--- src/rtl/pipelined_mem.sv ---
`default_nettype none
// ============================================================================
// Module   : pipelined_mem
// Purpose  : Single-port word memory with per-byte write enables and a fully
//            pipelined read path of configurable latency. Out-of-range reads
//            return zero with an error flag. Out-of-range writes are dropped.
//            The same-cycle read/write collision policy is selectable.
// Ports    : clk        - clock, rising edge
//            rst        - asynchronous, active-low reset
//            WE / RE    - write / read request
//            Address    - word address shared by read and write
//            Data_in    - write data
//            Byte_en    - per-byte write enable (bit i -> Data_in[8i+7:8i])
//            Data_out   - read data, held between results
//            valid_out  - Data_out carries a read result this cycle
//            err_out    - that result came from an out-of-range address
// Revision : 1.0 - initial release
// ============================================================================
module pipelined_mem #(
  parameter int DATA_WIDTH = 32,
  parameter int ADDR_WIDTH = 4,
  parameter int MEM_DEPTH  = 16,
  parameter int RD_LATENCY = 1,
  parameter int WRITE_MODE = 0
) (
  input  logic                    clk,
  input  logic                    rst,
  input  logic                    WE,
  input  logic                    RE,
  input  logic [ADDR_WIDTH-1:0]   Address,
  input  logic [DATA_WIDTH-1:0]   Data_in,
  input  logic [DATA_WIDTH/8-1:0] Byte_en,
  output logic [DATA_WIDTH-1:0]   Data_out,
  output logic                    valid_out,
  output logic                    err_out
);

  localparam int                c_NBYTES = DATA_WIDTH / 8;
  // One extra bit so the depth itself is representable when it equals 2^ADDR_WIDTH.
  localparam logic [ADDR_WIDTH:0] c_DEPTH = (ADDR_WIDTH + 1)'(MEM_DEPTH);

  logic [DATA_WIDTH-1:0] r_mem [MEM_DEPTH];

  logic                  w_in_range;
  logic [DATA_WIDTH-1:0] w_rd_word;
  logic [DATA_WIDTH-1:0] w_merged;
  logic [DATA_WIDTH-1:0] w_rd_data;

  logic                  r_vld [RD_LATENCY];
  logic                  r_err [RD_LATENCY];
  logic [DATA_WIDTH-1:0] r_dat [RD_LATENCY];

  assign w_in_range = ({1'b0, Address} < c_DEPTH);
  assign w_rd_word  = w_in_range ? r_mem[Address] : '0;

  // Current word with the enabled bytes replaced; this is both the value
  // written back and the write-first read result.
  generate
    for (genvar b = 0; b < c_NBYTES; b++) begin : g_byte
      assign w_merged[8*b +: 8] = Byte_en[b] ? Data_in[8*b +: 8] : w_rd_word[8*b +: 8];
    end
  endgenerate

  // Address is shared, so WE && RE always means a same-address collision.
  always_comb begin
    w_rd_data = '0;
    if (w_in_range) begin
      if ((WRITE_MODE == 1) && WE) begin
        w_rd_data = w_merged;
      end else begin
        w_rd_data = w_rd_word;
      end
    end
  end

  // With Byte_en all zero the merged word equals the stored word, so the
  // write leaves memory unchanged without a special case.
  always_ff @(posedge clk or negedge rst) begin
    if (!rst) begin
      for (int i = 0; i < MEM_DEPTH; i++) begin
        r_mem[i] <= '0;
      end
    end else if (WE && w_in_range) begin
      r_mem[Address] <= w_merged;
    end
  end

  // Read pipeline head. Data/err only load with a valid read so the last
  // stage keeps the most recent result while no new result arrives.
  always_ff @(posedge clk or negedge rst) begin
    if (!rst) begin
      r_vld[0] <= 1'b0;
      r_err[0] <= 1'b0;
      r_dat[0] <= '0;
    end else begin
      r_vld[0] <= RE;
      if (RE) begin
        r_err[0] <= !w_in_range;
        r_dat[0] <= w_rd_data;
      end
    end
  end

  generate
    for (genvar k = 1; k < RD_LATENCY; k++) begin : g_stage
      always_ff @(posedge clk or negedge rst) begin
        if (!rst) begin
          r_vld[k] <= 1'b0;
          r_err[k] <= 1'b0;
          r_dat[k] <= '0;
        end else begin
          r_vld[k] <= r_vld[k-1];
          if (r_vld[k-1]) begin
            r_err[k] <= r_err[k-1];
            r_dat[k] <= r_dat[k-1];
          end
        end
      end
    end
  endgenerate

  assign valid_out = r_vld[RD_LATENCY-1];
  assign err_out   = r_vld[RD_LATENCY-1] & r_err[RD_LATENCY-1];
  assign Data_out  = r_dat[RD_LATENCY-1];

endmodule
`default_nettype wire

--- config.mk ---
export PLATFORM = sky130hd
export DESIGN_NAME = pipelined_mem
export DESIGN_NICKNAME = d
export VERILOG_FILES = /design/src/rtl/pipelined_mem.sv
export SDC_FILE = /design/constraint.sdc
export NUM_CORES = 1
export LEC_CHECK = 0
export CORE_MARGIN = 2
export CORE_UTILIZATION = 40
export CTS_CLUSTER_DIAMETER = 60
export CTS_CLUSTER_SIZE = 10
export DETAILED_ROUTE_END_ITERATION = 6
export GPL_TIMING_DRIVEN = 0
export SETUP_SLACK_MARGIN = 0.1
export SYNTH_ARGS = -nofsm -noshare
export SYNTH_HDL_FRONTEND = slang
export SYNTH_SLANG_ARGS = --single-unit
--- constraint.sdc ---
create_clock -name clk -period 1.9 [get_ports clk]
set_input_delay 0.475 -clock clk [delete_from_list [all_inputs] [get_ports clk]]
set_output_delay 0.475 -clock clk [all_outputs]
set_load 0.02 [all_outputs]
==> impl_summary.md <==
Timing
The final critical-path share of the clock period is 94.9%. The hold slack is -0.171 ns. The total count of max-transition violations in the final report came to 0.

For the finished layout, the period the worst path requires is 1.80 ns. Derived from the worst setup path, the maximum achievable clock frequency is 554 MHz. The final count of hold timing violations is 90. Headroom to the max-slew limit came out at 38.9%. The final setup skew is 0.0238 ns.

At the pin with the least slew margin, the transition time is 0.917 ns. Setup repair after global routing could not meet its margin everywhere. Setup violations remaining at the end of the flow were counted as 0.

GRT
The via count of the first global-routing pass is 20500. The number of antenna violations at the first check in global routing was 0. The largest net degree at the start of global routing is 128. The overflow left after global routing is 0. The first global-routing pass estimated 132000 µm of wire.

The global router's overall resource usage is 27.9%.

Floorplan
The height of the die is 252 µm. The area of the die is 63700 µm². The floorplan row count is 91. The count of pins on the block boundary is 78. In this run the standard cell core region covers 61400 µm². The effective utilization at floorplan is 40.2%. The width of the die is 252 µm.

Synthesis
Sorting the synthesized cells by area gives the leading types as dfrtp_1, mux2i_1, a31oi_1. Counting every instance in the synthesized netlist gives 2396. Summed over all instances, the cell type with the most area after synthesis is dfrtp_1.

The count of different cell masters after synthesis is 29. The async set-reset flop share out of synthesis is 100%. The number of storage elements in the synthesis netlist is 545. The proportion of netlist area held by the largest area contributor is 55.3%. The dominant synthesized flop cell is dfrtp_1.

Yosys mapped a number of flops with a built-in enable equal to 0. Summing the sequential cell areas from Yosys gives 55.3% of the chip area. During synthesis, Yosys emitted a total of 0 warnings. The cell area after technology mapping is 24700 µm².

After synthesis, the most frequently instantiated cells are dfrtp_1, nor2_1, a31oi_1. Yosys instantiated no cell more often than dfrtp_1. The number of nets produced by synthesis is 2440. The average instance area after synthesis is 10.3 µm².

Power and ir drop
The reported leakage power is 12.9 nW. The clock network power share is 33.4%. Of the total power, the share spent switching nets is 30.1%. The internal portion of the total power is 24.2 mW. Registers are responsible for 45.7% of the overall power. The worst-case IR drop observed on VDD is 0.725 mV. Combinational logic is responsible for 20.9% of the overall power.

The overall power consumption is 34.6 mW. For this design the ratio of total power to cell area is 1150 nW/µm². For this design the total switching power over the nets is 10.4 mW.

Clock network
The clock tree from TritonCTS is built. Buffers inserted during clock tree synthesis total 66. The CTS sink count is 545. The longest clock path from root to sink contains 3 buffers. The later pin in the worst-skew pair is clocked with a latency of 0.60 ns. The H-tree depth is 3. The clock transition time at the flip-flop clock pins of the worst setup and hold paths is 0.05 ns.

The root cell of the clock tree is clkbuf_16.

Setup path
The worst flop-to-flop path startpoint is r_mem[154]. STA puts the critical path data required time at 2.40 ns. The category of the most critical setup path is in2reg. The worst path arrival time is 2.31 ns. The capturing element type of the critical path is a register. STA classifies the critical path startpoint as an input port. The most critical setup path has its startpoint at Address[2]. The maximum fanout count along the critical path is 10.

Cells and area
The number of diodes added for antenna fixing is 0. The area overhead of the layout relative to synthesis is 21.5%. The fraction of final layout cells sized beyond drive strength 1 is 20.6%. The net total in the final layout is 2613. The final core utilization is 48.8%.

Run
The number of maximum-capacitance violations is 0.

Drt
For this run, the detailed router's first-pass iteration total came to 5. The iteration-0 DRC count of the detailed router is 1881. The remaining antenna violation count after routing is 0.

For this block, the via count after detailed routing is 20500. After detailed routing, the average wire length per cell comes to 26.3 µm. After detailed routing, the total wire length is 88600 µm. For this run, design rule violations remaining after detail routing come to 0.

The vias per cell is 6.08.

Place
The number of port buffers is 69. The estimated wirelength of the detail-placed design is 60100 µm. At the end of routability-driven placement, the weighted congestion stood at 0.864.

Run status
The run finished, with violations left. The final reports fail on negative hold slack.

Worst hold path
The class of the tightest hold or removal check is in2async.
[power by group through the flow]
stage	Sequential [mW]	Clock, mW	Combinational, mW
2_1_floorplan	15.7	0	5.05
3_3_place_gp	15.9	0	6.82
3_5_place_dp	16.0	0	7.11
4_1_cts	15.8	11.7	7.12
5_1_grt	16.1	12.1	7.99
6_report	15.8	11.6	7.22
[critical path, stage by stage]
cell	delay, ns
clkdlybuf4s15_2	0.36
buf_8	0.26
nand3b_4	0.18
nor2_4	0.37
clkbuf_4	0.40
nor2_1	0.06
a31oi_1	0.17
[state kept, by name (all words and copies together), names as in the netlist]
name / flops
r_mem: 512
valid_out: 1
Data_out: 32
[metal layers]
layer,part of all wire [%],vias up,GRT usage (%)
li1,-,8989,-
met1,42,10500,37.1
met2,47,823,45.4
met3,7.4,185,5.75
met4,3.3,0,9.94
met5,0,-,0
[through the flow]
stage | std cells | hold WS, ns | setup TNS (ns) | instance area (µm²) | setup WS (ns)
floorplan | 2396 | 0.179 | 0 | 25800 | 0.0499
global placement | 3255 | 0.460 | - | 27500 | -23.31
detailed placement | 3259 | 0.469 | -721.42 | 27600 | -1.62
CTS | 3355 | -0.0814 | 0 | 29700 | 0.100
global route | 3371 | -0.134 | 0 | 30000 | 0.0804
finish | 3371 | -0.171 | 0 | 30000 | 0.0966
[layout make-up]
cell class                      instances  area, µm²
Fill cell                            5507      31400
Buffer                                211       1570
Clock inverter                          4       56.3
Tap cell                              790        988
Clock buffer                           76       1820
Multi-Input combinational cell       1640      10800
Timing Repair Buffer                  105       1070
Sequential cell                       545      13600
[path summary, 6_finish.rpt]
path	to	slack, ns	cells past startpoint
max in group asynchronous	r_mem[408]	0.43	3
min in group clk	valid_out	0.35	1
worst max register to register	r_mem[378]	0.18	5
worst min-delay path	r_mem[327]	-0.17	1
worst max-delay path	r_mem[49]	0.1	7
worst min register to register	r_mem[168]	0.48	2
[timing repair]
| item | 4_1_cts | 5_1_grt |
|---|---|---|
| hold endpoints to repair | 90 | 90 |
| buffers inserted | 16 | 16 |
| endpoints found under the setup margin | 577 | 538 |
| pin swaps | 8 | 10 |
| resized for setup | 132 | 57 |
[cells by family after synthesis]
group | after synthesis | synth area share [%]
AOI/OAI and AO/OA | 702 | 18.3
other | 1 | 0.0152
buffers and inverters | 211 | 4.18
muxes | 256 | 10.4
DFF | 545 | 55.3
and+or+nand+nor | 681 | 11.9
[layout by cell type, fill, tap and decap left out, types with 71 or more instances in the layout]
cell and n:
clkbuf_2 78, buf_4 71, nand2_1 133, a31oi_1 288, dfrtp_1 545, mux2i_1 256, o21ai_0 128, nor2_1 417
a21oi_1 80, clkbuf_16 71
(Power assumes the default switching activity.)
